**config.mk**
```make
export PLATFORM = sky130hd
export DESIGN_NAME = guardado_operandos
export DESIGN_NICKNAME = d
export VERILOG_FILES = /design/src/rtl/guardado_pkg.sv /design/src/rtl/validador_bcd.sv /design/src/rtl/guardado_operandos.sv
export SDC_FILE = /design/constraint.sdc
export NUM_CORES = 1
export LEC_CHECK = 0
export CAP_MARGIN = 20
export CORE_MARGIN = 8
export CORE_UTILIZATION = 46
export CTS_CLUSTER_DIAMETER = 40
export DETAILED_ROUTE_END_ITERATION = 7
export PLACE_DENSITY = 0.79
export RECOVER_POWER = 50
export SLEW_MARGIN = 30
export SYNTH_ARGS = -nofsm -noshare
export SYNTH_HDL_FRONTEND = slang
export SYNTH_HIERARCHICAL = 1
export SYNTH_SLANG_ARGS = --single-unit
export TNS_END_PERCENT = 10
```
**constraint.sdc**
```tcl
create_clock -name clk -period 1.51 [get_ports clk]
set_clock_uncertainty 0.15 [all_clocks]
set_input_delay 0.151 -clock clk [delete_from_list [all_inputs] [get_ports clk]]
set_output_delay 0.151 -clock clk [all_outputs]
set_load 0.02 [all_outputs]
```
**src/rtl/guardado_pkg.sv**
```systemverilog
// Shared types and constants for the keypad calculator operand path.
package guardado_pkg;

    typedef logic [3:0] digito_t;

    localparam digito_t BCD_MAX = 4'd9;

    typedef enum logic [1:0] {
        VACIO,
        PARCIAL,
        COMPLETO
    } estado_guardado_t;

endpackage

```
**src/rtl/validador_bcd.sv**
```systemverilog
// Combinational check that every digit of a DIGITS-wide BCD number is 0..9.
module validador_bcd
    import guardado_pkg::*;
#(
    parameter int DIGITS = 4
) (
    input  logic [DIGITS-1:0][3:0] numero,
    output logic                   valido
);

    always_comb begin
        // NOTE: default first so every path assigns valido and no latch is inferred.
        valido = 1'b1;
        for (int i = 0; i < DIGITS; i++) begin
            if (digito_t'(numero[i]) > BCD_MAX) begin
                valido = 1'b0;
            end
        end
    end

endmodule

```
**src/rtl/guardado_operandos.sv**
```systemverilog
// Operand bank: stores up to OPERANDS BCD numbers in arrival order, flags a full bank
// for the adder, and optionally keeps a sliding window of the newest operands.
module guardado_operandos
    import guardado_pkg::*;
#(
    parameter int DIGITS       = 4,
    parameter int OPERANDS     = 2,
    parameter bit SOBRESCRIBIR = 1'b0,
    localparam int CW          = $clog2(OPERANDS + 1)
) (
    input  logic                                 clk,
    input  logic                                 rst,
    input  logic                                 rst_sv,
    input  logic [DIGITS-1:0][3:0]               numero,
    input  logic                                 guardar,
    output logic [OPERANDS-1:0][DIGITS-1:0][3:0] operandos,
    output logic [CW-1:0]                        cuenta,
    output logic                                 suma,
    output logic                                 nuevo,
    output logic                                 error
);

    estado_guardado_t                     r_estado;
    estado_guardado_t                     w_estado_sig;
    logic [CW-1:0]                        r_cuenta;
    logic [CW-1:0]                        w_cuenta_sig;
    logic [OPERANDS-1:0][DIGITS-1:0][3:0] r_slots;
    logic                                 r_suma;
    logic                                 r_nuevo;
    logic                                 r_error;
    logic                                 w_valido;
    logic                                 w_escribir;
    logic                                 w_desplazar;
    logic                                 w_nuevo;
    logic                                 w_error;

    validador_bcd #(.DIGITS(DIGITS)) u_validador (
        .numero (numero),
        .valido (w_valido)
    );

    always_comb begin
        w_estado_sig = r_estado;
        w_cuenta_sig = r_cuenta;
        w_escribir   = 1'b0;
        w_desplazar  = 1'b0;
        w_nuevo      = 1'b0;
        w_error      = 1'b0;
        if (guardar) begin
            if (!w_valido) begin
                w_error = 1'b1;
            end else begin
                case (r_estado)
                    VACIO, PARCIAL: begin
                        w_escribir   = 1'b1;
                        w_nuevo      = 1'b1;
                        w_cuenta_sig = r_cuenta + CW'(1);
                        w_estado_sig = (r_cuenta == CW'(OPERANDS - 1)) ? COMPLETO : PARCIAL;
                    end
                    COMPLETO: begin
                        if (SOBRESCRIBIR) begin
                            w_desplazar = 1'b1;
                            w_nuevo     = 1'b1;
                        end else begin
                            w_error = 1'b1;
                        end
                    end
                    default: w_estado_sig = VACIO;
                endcase
            end
        end
    end

    // Both resets share one path; a save in the same cycle is dropped without a pulse.
    always_ff @(posedge clk) begin
        if (rst || rst_sv) begin
            // NOTE: non-blocking everywhere in sequential logic so all registers update together.
            r_estado <= VACIO;
            r_cuenta <= '0;
            // NOTE: the slot array is reset because cleared operands are visible on the ports.
            r_slots  <= '0;
            r_suma   <= 1'b0;
            r_nuevo  <= 1'b0;
            r_error  <= 1'b0;
        end else begin
            r_estado <= w_estado_sig;
            r_cuenta <= w_cuenta_sig;
            r_suma   <= (w_estado_sig == COMPLETO);
            r_nuevo  <= w_nuevo;
            r_error  <= w_error;
            for (int i = 0; i < OPERANDS; i++) begin
                if (w_escribir && (r_cuenta == CW'(i))) begin
                    r_slots[i] <= numero;
                end
            end
            if (w_desplazar) begin
                for (int i = 0; i < OPERANDS - 1; i++) begin
                    r_slots[i] <= r_slots[i+1];
                end
                r_slots[OPERANDS-1] <= numero;
            end
        end
    end

    assign operandos = r_slots;
    assign cuenta    = r_cuenta;
    assign suma      = r_suma;
    assign nuevo     = r_nuevo;
    assign error     = r_error;

endmodule

```
== Yosys cells after proc, flatten, opt, wreduce, memory -nomap -nowiden ==
Cells that the tools add are included.

* Register bits: 39
* Bits of input ports: 20
* Output and inout port bits: 37
* Logic and storage cells: 44

* $add $sub $neg: 1
* $lt $le $gt $ge: 4
* Equality and inequality tests: 4
* Multiplexer cells: 13
* Bitwise logic cells: 1
* Reductions and logical operators: 8

{| class="wikitable"
|+ Operator list
! kind !! count
|-
| $gt A4 B4 Y1 const B || 4
|-
| $mux W1 || 9
|-
| $mux W2 || 3
|-
| $eq A2 B1 Y1 const B || 2
|-
| $eq A2 B2 Y1 const B || 2
|-
| $logic_not A2 Y1 || 2
|-
| $pmux W2 S2 || 1
|-
| $reduce_or A2 Y1 || 2
|-
| $reduce_and A3 Y1 || 1
|-
| $add A2 B1 Y2 const B || 1
|-
| $logic_and A1 B1 Y1 || 2
|-
| $logic_or A1 B1 Y1 || 1
|-
| $not A1 Y1 || 1
|}

== Longest topological paths before layout ==
Gate-level depths: netlist of run 1.

* Depth after elaboration: 8
* Mapped depth: 6
* Depth with buffers taken out: 4

== By module ==
The synthesis of run 1 kept the hierarchy.

{| class="wikitable"
|+ Modules (own cells, without submodules)
! module !! instances !! cells each !! area an instance (um2) !! seq. area each (um2)
|-
| guardado_operandos || 1 || 158 || 1821.7 || 780.7
|-
| validador_bcd || 1 || 5 || 28.8 || 0.0
|}

== Worst setup path after synthesis of run 1 ==
OpenSTA, ideal clock, no wires.

* Path kind: register to register
* Start point: register r_cuenta[0] (netlist: cuenta[0])
* End point: register r_slots, in the netlist operandos[0]
* Setup time: 0.118 ns
* Arrival time: 1.271 ns
* Required time: 1.242 ns
* Path slack: -0.029 ns
* Cell stages (with the launch flop): 7
* Period minus slack after synthesis: 1.539 ns
* Cells stage by stage: dfxtp_1 inv_1 ha_1 and4b_1 buf_6 buf_12 mux2i_1

* Longest elaborated chain between the ends: 2

{| class="wikitable"
|+ Ends and longest elaborated chain
! item !! RTL line !! source
|-
| start: declaration || guardado_operandos.sv:25 || <nowiki>logic [CW-1:0] r_cuenta;</nowiki>
|-
| start signal: assignment || guardado_operandos.sv:87 || <nowiki>r_cuenta <= w_cuenta_sig;</nowiki>
|-
| $logic_not A2 Y1 || guardado_operandos.sv:92 || <nowiki>if (w_escribir && (r_cuenta == CW'(i))) begin</nowiki>
|-
| $logic_and A1 B1 Y1 || guardado_operandos.sv:92 ||
|-
| end signal: indexed assignment || guardado_operandos.sv:93 || <nowiki>r_slots[i] <= numero;</nowiki>
|-
| end signal: indexed assignment || guardado_operandos.sv:98 || <nowiki>r_slots[i] <= r_slots[i+1];</nowiki>
|-
| end signal: indexed assignment || guardado_operandos.sv:100 || <nowiki>r_slots[OPERANDS-1] <= numero;</nowiki>
|-
| end: declaration || guardado_operandos.sv:27 || <nowiki>logic [OPERANDS-1:0][DIGITS-1:0][3:0] r_slots;</nowiki>
|}

No other way between the ends.
A chain may end at the register's enable or synchronous reset.

== Final worst setup path of run 1 ==
* Start point: input rst_sv
* End point: register r_slots, in the netlist operandos[13]

* Longest elaborated chain between the ends: 1

{| class="wikitable"
|+ Ends and longest elaborated chain
! item !! RTL line !! source
|-
| start: declaration || guardado_operandos.sv:13 || <nowiki>input logic rst_sv,</nowiki>
|-
| $logic_or A1 B1 Y1 || guardado_operandos.sv:76 || <nowiki>if (rst || rst_sv) begin</nowiki>
|}

No other way between the ends.

==> parameters.txt, run 1 <==
Parameter                              Value

Die
  Top-level port count    57
  Core outline area    roughly 3900 µm²
  Die extent in y    a little under 80 µm
  DIE WIDTH    roughly 79 µm
  Initial core utilization    0.469
  Number of rows in the core area    23
  DIE AREA    between 6000 and 7000 µm²

Synthesis
  Post-synthesis cell type with the largest combined area    sky130_fd_sc_hd__dfxtp_1
  Synth warnings    6
  Number of enable flip-flop cells after synthesis    0
  Post-synthesis sequential element count    39
  Most area-consuming cells after synthesis    sky130_fd_sc_hd__dfxtp_1 42%, sky130_fd_sc_hd__or3b_1 21%, sky130_fd_sc_hd__mux2i_1 17%
  Count of distinct cell types in the synthesized netlist    29
  Avg Synthesized Cell Area    between 10 and 15 µm²
  Commonest register cell after synthesis    sky130_fd_sc_hd__dfxtp_1
  Async set-reset flop share out of synthesis    0
  Synthesized netlist net count    approximately 190
  Combined area of all synthesized cells    about 1900 µm²
  Post-synth top area share    0.422
  Post-synthesis instance total    about 160
  Portion of the post-synthesis area used by sequential elements    0.422

Clocking
  Clock tree root buffer cell    sky130_fd_sc_hd__clkbuf_8
  H-tree depth reported by CTS    2
  CTS tree    built
  CTS Sinks    39
  Number of clock buffers inserted by TritonCTS    5
  # Post-CTS Setup Buffers    0
  Clock tree buffer depth    2
  Clock latency reported for the late side of the worst-skew pair    280 ps
  Clock slew seen by the registers of the worst setup and hold paths    about 70 ps

Global route
  Antenna violations before repair    0
  First-pass GRT wire length    ~7.8 mm
  Via count of the first global-routing pass    between 1500 and 2000
  Overflow left after global routing    0
  Largest net degree at the start of global routing    22
  Combined global-route utilization of all metal layers    0.158

Setup path
  Slowest stage cell on the critical path    sky130_fd_sc_hd__or3b_2
  Beginning of the worst register-to-register path    cuenta[1]
  Critical Path AT    1490 ps
  Cell breakdown of the critical path    clkdlybuf4s50_1, buf_4, or3b_2, mux2i_1
  Endpoint of the most critical register-to-register path    operandos[23]
  Critical path buffers and inverters    2
  Maximum fanout encountered on the critical timing path    16
  Worst-case register-to-register setup slack    ~100 ps
  Type of origin of the critical path    input pin
  Max incr delay on CP    a little under 500 ps
  Crit path required time    1570 ps
  Cell family with most CP delay    buffers and inverters
  Element type at the critical path end    flip-flop
  Type of the worst setup path    input pin to flip-flop
  Cells on worst reg2reg path    5

Route
  Residual antenna-violating net count after detailed routing    0
  Post-route DRC    0
  Via-per-instance ratio    ~5.3
  Wire length reported by the detailed router    4.87 mm
  Average routed wire per standard cell    roughly 18 µm
  Detailed Route Iter0 Violations    59
  Vias    1481
  Detailed Routing Iterations Pass 1    4

STA
  Period utilization    0.941
  Final setup margin    about 89 ps
  Maximum clock frequency    between 700 and 800 MHz
  Count of final setup violators    0
  Hold Fails Final Rpt    0
  Slew margin rel.    0.822
  Min cycle time layout    ~1400 ps
  Max-slew violation total from the final report    0
  TNS Setup    0 ps
  Unrepaired setup endpoints after global routing    true
  Actual transition at the worst max-transition pin    266 ps

Placed design
  Post-Place Cell Area    2480 µm²
  Detailed placer's ending HPWL    3.83 mm
  Placer congestion estimate    0.856
  Pre-CTS WS    -431 ps
  I/O Buffers    56
  Number of placed cells counting well taps    270

Layout
  Post-route standard cell area excluding fillers    about 2500 µm²
  Sequential cell area    782 µm²
  Footprint of the multi-input gates    ~960 µm²
  Layout Cells excl Fill    about 280
  Share of post-route cells with drive strength above 1    0.145
  Layout fillers    between 300 and 400
  Final #Nets    249
  Area growth from synthesis to final layout    37.1%
  Number of antenna repair diodes    0
  End-of-flow core utilization    0.643

Flow run
  Max cap viols    0

Pwr
  Pwr/cell area    approximately 800 nW/µm²
  Leakage    between 1 and 1.5 nW
  Worst IR Drop VDD    between 0.5 and 0.6 mV

Hold path
  Hold Crit Start    numero[3]
  Capture endpoint of the worst hold path    operandos[19]
  Number of instances on the worst hold path    3
  Tightest Hold Check Type    input pin to flip-flop

Run status
  Run status    finished clean
worst max path at each step:
stage,from,end,slack (ps),depth (start not counted)
2_1_floorplan,cuenta[1],operandos[16],-9,6
3_5_place_dp,numero[9],cuenta[1],-430,5
6_report,rst_sv,operandos[13],90,4
3_3_place_gp,numero[9],cuenta[0],-390,5
5_1_grt,cuenta[1],operandos[23],-20,5
4_1_cts,error,error,2,1
layout make-up:
cell class	instances	area share
Clock buffer	8	0.0395
Inverter	3	0.00444
Multi-Input combinational cell	107	0.378
Sequential cell	39	0.308
Tap cell	50	0.0247
Timing Repair Buffer	71	0.245
flip-flops by register name, summed over array words and instances (netlist names):
signal and flops:
suma 1, error 1, nuevo 1, r_estado 2, operandos 32, cuenta 2
cell usage after synthesis, types with 2 or more instances:
library cell               count
sky130_fd_sc_hd__mux2_2        2
sky130_fd_sc_hd__or3b_1       45
sky130_fd_sc_hd__o21ai_1       4
sky130_fd_sc_hd__or3b_2        3
sky130_fd_sc_hd__dfxtp_1      39
sky130_fd_sc_hd__buf_2         2
sky130_fd_sc_hd__inv_1         3
sky130_fd_sc_hd__ha_1          2
sky130_fd_sc_hd__a21oi_1       2
sky130_fd_sc_hd__clkbuf_1      4
sky130_fd_sc_hd__clkbuf_2      2
sky130_fd_sc_hd__nor3b_1       4
sky130_fd_sc_hd__mux2i_1      32
sky130_fd_sc_hd__buf_6         4
stage by stage:
stage / hold slack [ps] / total power [mW]
floorplan: 115 / 1.16
global route: 148 / 2.07
CTS: 259 / 2.00
detailed placement: 374 / 1.27
finish: 152 / 1.98
global placement: 348 / 1.26
cells in the final DEF, fill, tap and decap left out, types with 2 or more instances in the layout:
| cell | count |
|---|---|
| sky130_fd_sc_hd__ha_1 | 2 |
| sky130_fd_sc_hd__dfxtp_1 | 38 |
| sky130_fd_sc_hd__clkbuf_8 | 7 |
| sky130_fd_sc_hd__clkbuf_1 | 3 |
| sky130_fd_sc_hd__o21ai_1 | 3 |
| sky130_fd_sc_hd__dlymetal6s2s_1 | 4 |
| sky130_fd_sc_hd__buf_6 | 2 |
| sky130_fd_sc_hd__dlygate4sd2_1 | 43 |
| sky130_fd_sc_hd__or3b_2 | 3 |
| sky130_fd_sc_hd__mux2_2 | 2 |
| sky130_fd_sc_hd__a21oi_1 | 2 |
| sky130_fd_sc_hd__inv_1 | 3 |
| sky130_fd_sc_hd__or3b_1 | 45 |
| sky130_fd_sc_hd__nor3b_1 | 4 |
| sky130_fd_sc_hd__buf_4 | 12 |
| sky130_fd_sc_hd__mux2i_1 | 32 |
| sky130_fd_sc_hd__clkdlybuf4s50_1 | 7 |
report_power, final:
part           internal [mW]  leakage (nW)  switching (mW)  total [mW]
Clock                  0.416        0.0515           0.332       0.748
Sequential              1.04         0.315         0.00410        1.04
Combinational         0.0956         0.833          0.0971       0.193
Total                   1.55          1.20           0.433        1.98
repair_timing:
action                                  4_1_cts  5_1_grt
pin swaps                                     6        1
cloned                                        0        0
hold buffers                                  0        0
endpoints found under the setup margin       69       29
resized for setup                            48        6
cells by family after synthesis:
group	count (synthesis)	share of synthesized area
AO/OA/AOI/OAI	9	0.0304
adder cells (fa/ha/maj)	2	0.0135
flip-flops	39	0.422
AND/OR/NAND/NOR	62	0.285
multiplexers	34	0.185
buffers and inverters	17	0.0642
per-layer routing:
layer	GRT usage	routed length [µm]
met1	0.160	1910
met2	0.276	2470
met3	0.0664	356
met4	0.0685	130
met5	0	0
worst register-to-register path, stage by stage (launching register included):
cell	delay, ps
sky130_fd_sc_hd__dfxtp_1	340
sky130_fd_sc_hd__inv_1	60
sky130_fd_sc_hd__ha_1	190
sky130_fd_sc_hd__nand4b_1	160
sky130_fd_sc_hd__buf_4	230
sky130_fd_sc_hd__mux2i_1	210
No activity file was read; power rests on OpenSTA's default activity.
==> run 2: changes to the inputs <==
PLACE_DENSITY = unset   (was 0.79)
PLACE_DENSITY_LB_ADDON = 0.1   (was unset)
==> run 2 against run 1 <==
Against the previous run:
- the run now ends with setup timing left
- sequential share of layout area shrank 0.45 points
- global-route usage is 0.71 points lower
- first-iteration DRC count increased by 34%
- cell count unchanged
- power fell by 1.3%
- clock power fell by 5.3%
- setup slack got worse by 96 ps
- sequential power about the same
- hold slack got worse by 3.0 ps
- utilization increased by 0.95 points
==> parameters.txt, run 2 (synthesis gave the netlist of run 1 again) <==
Parameter                              Value

Pwr
  Relative contribution of sequential cells to total power    0.532
  Pint    about 1.5 mW
  Pwr/cell area    ~760 nW/µm²
  Switching Fraction    0.232
  Portion of total power attributed to combinational logic    0.106
  Worst IR Drop VDD    about 0.43 mV
  Leakage    approximately 1.2 nW
  Net Sw Power    0.453 mW
  Relative contribution of the clock network to total power    0.362

Layout
  Largest register FFs    32
  Most used cells in the layout excluding fill and tap cells    45 x sky130_fd_sc_hd__or3b_1, 42 x sky130_fd_sc_hd__dlygate4sd2_1, 38 x sky130_fd_sc_hd__dfxtp_1
  Final #Nets    between 200 and 300
  Number of antenna repair diodes    0
  Layout fillers    between 300 and 400
  Footprint of the multi-input gates    roughly 950 µm²
  Post-route standard cell area excluding fillers    ~2600 µm²
  Most frequent standard cell in the layout excluding fill and tap cells    sky130_fd_sc_hd__or3b_1
  End-of-flow core utilization    0.653
  Area growth from synthesis to final layout    39.1%
  Share of post-route cells with drive strength above 1    0.145
  Sequential cell area    782 µm²

Setup path
  Type of origin of the critical path    input pin
  Maximum fanout encountered on the critical timing path    5
  Crit path required time    around 1600 ps
  Beginning of the worst register-to-register path    cuenta[1]
  Critical Path AT    around 1600 ps
  Endpoint of the most critical register-to-register path    operandos[14]
  Element type at the critical path end    flip-flop
  Cells on worst reg2reg path    5
  Type of the worst setup path    input pin to flip-flop
  Worst-case register-to-register setup slack    20 ps

STA
  Final setup margin    -7.52 ps
  Min cycle time layout    1520 ps
  Slew margin rel.    0.830
  Actual transition at the worst max-transition pin    between 200 and 300 ps
  Period utilization    1.00
  Hold Fails Final Rpt    0
  Count of final setup violators    2
  Tightest hold margin    149 ps
  Unrepaired setup endpoints after global routing    true
  Maximum clock frequency    659 MHz
  Max-slew violation total from the final report    0

Hold path
  Capture endpoint of the worst hold path    operandos[11]
  Hold Crit Start    numero[11]
  Number of instances on the worst hold path    3
  Tightest Hold Check Type    input pin to flip-flop

Run status
  Violated checks    setup timing
  Run status    complete, but fails checks

Global route
  Largest net degree at the start of global routing    34
  Combined global-route utilization of all metal layers    0.151
  Overflow left after global routing    0
  First-pass GRT wire length    between 7 and 8 mm
  Via count of the first global-routing pass    ~1500
  Antenna violations before repair    0

Route
  Detailed Routing Iterations Pass 1    4
  Via-per-instance ratio    roughly 5.3
  Wire length reported by the detailed router    4.81 mm
  Vias    about 1500
  Average routed wire per standard cell    between 15 and 20 µm
  Residual antenna-violating net count after detailed routing    0
  Detailed Route Iter0 Violations    79
  Post-route DRC    0

Clocking
  CTS tree    built
  Number of clock buffers inserted by TritonCTS    5
  Clock tree buffer depth    2
  H-tree depth reported by CTS    2
  Clock tree root buffer cell    sky130_fd_sc_hd__clkbuf_8
  Clock latency reported for the late side of the worst-skew pair    290 ps
  CTS Sinks    39
  Clock slew seen by the registers of the worst setup and hold paths    roughly 70 ps

Flow run
  Max cap viols    0

Placed design
  Detailed placer's ending HPWL    3.56 mm
  Placer congestion estimate    between 0.8 and 0.9
  Post-Place Cell Area    approximately 2500 µm²
  I/O Buffers    56

Die
  Core outline area    slightly below 4000 µm²
  Number of rows in the core area    23
  Top-level port count    57
  Die extent in y    79.4 µm
  Initial core utilization    0.469
  DIE WIDTH    between 70 and 80 µm
  DIE AREA    about 6300 µm²
## run 2: cell count changes in the layout (fill, tap and decap cells not counted), sizes merged
cell / before / now
buf: 14 / 15
clkinv: 0 / 1
dlygate4sd2: 43 / 42
clkbuf: 11 / 9
clkdlybuf4s50: 7 / 8
## run 2: worst max path at each step
stage,start,endpoint,depth (start not counted)
floorplan,cuenta[1],operandos[16],6
global placement,numero[14],operandos[9],6
detailed placement,numero[10],operandos[13],6
CTS,suma,suma,1
global route,numero[7],operandos[1],6
finish,numero[7],operandos[14],6
## run 2: cell type report
type | count | area share
Sequential cell | 39 | 0.304
Clock buffer | 6 | 0.0321
Tap cell | 50 | 0.0243
Inverter | 3 | 0.00438
Timing Repair Buffer | 72 | 0.263
Clock inverter | 1 | 0.00194
Multi-Input combinational cell | 107 | 0.371
## run 2: per-stage QoR
stage / power (mW) / setup TNS (ps) / setup WS, ps / instances
2_1_floorplan: 1.16 / -70.4 / -8.80 / 163
3_3_place_gp: 1.27 / -9280 / -327 / 269
3_5_place_dp: 1.27 / -11190 / -398 / 269
4_1_cts: 1.97 / 0 / 0.370 / 276
5_1_grt: 2.04 / -271 / -35.8 / 278
6_report: 1.95 / -8.52 / -7.52 / 278
## run 2: routing by layer
layer,part of all wire,routed length (µm),vias to the layer above,global-route usage
met5,0,0,-,0
met4,0.014,65,0,0.0574
met3,0.059,283,6,0.0563
met2,0.49,2380,43,0.245
met1,0.43,2080,687,0.175
li1,-,-,732,-
## run 2: critical path: stages
cell and delay, ps:
sky130_fd_sc_hd__clkdlybuf4s50_1 420, sky130_fd_sc_hd__o21ai_1 90, sky130_fd_sc_hd__and4_4 240, sky130_fd_sc_hd__and4b_2 310, sky130_fd_sc_hd__clkbuf_16 180, sky130_fd_sc_hd__mux2i_1 180
## run 2: power by group through the flow
stage                     logic, mW  registers (mW)  clock network [mW]
final                         0.208            1.04               0.708
after global routing          0.224            1.04               0.774
after CTS                     0.202            1.04               0.734
after detailed placement      0.209            1.06                   0
after global placement        0.204            1.06                   0
after floorplan              0.0920            1.07                   0
## run 2: what timing repair did
| item | 4_1_cts | 5_1_grt |
|---|---|---|
| buffers inserted | 0 | 1 |
| resized for setup | 45 | 7 |
| endpoints found under the hold margin | 0 | 0 |
| hold buffers | 0 | 0 |
| endpoints found under the setup margin | 53 | 18 |
| gates cloned | 0 | 1 |
| pin swaps | 2 | 2 |
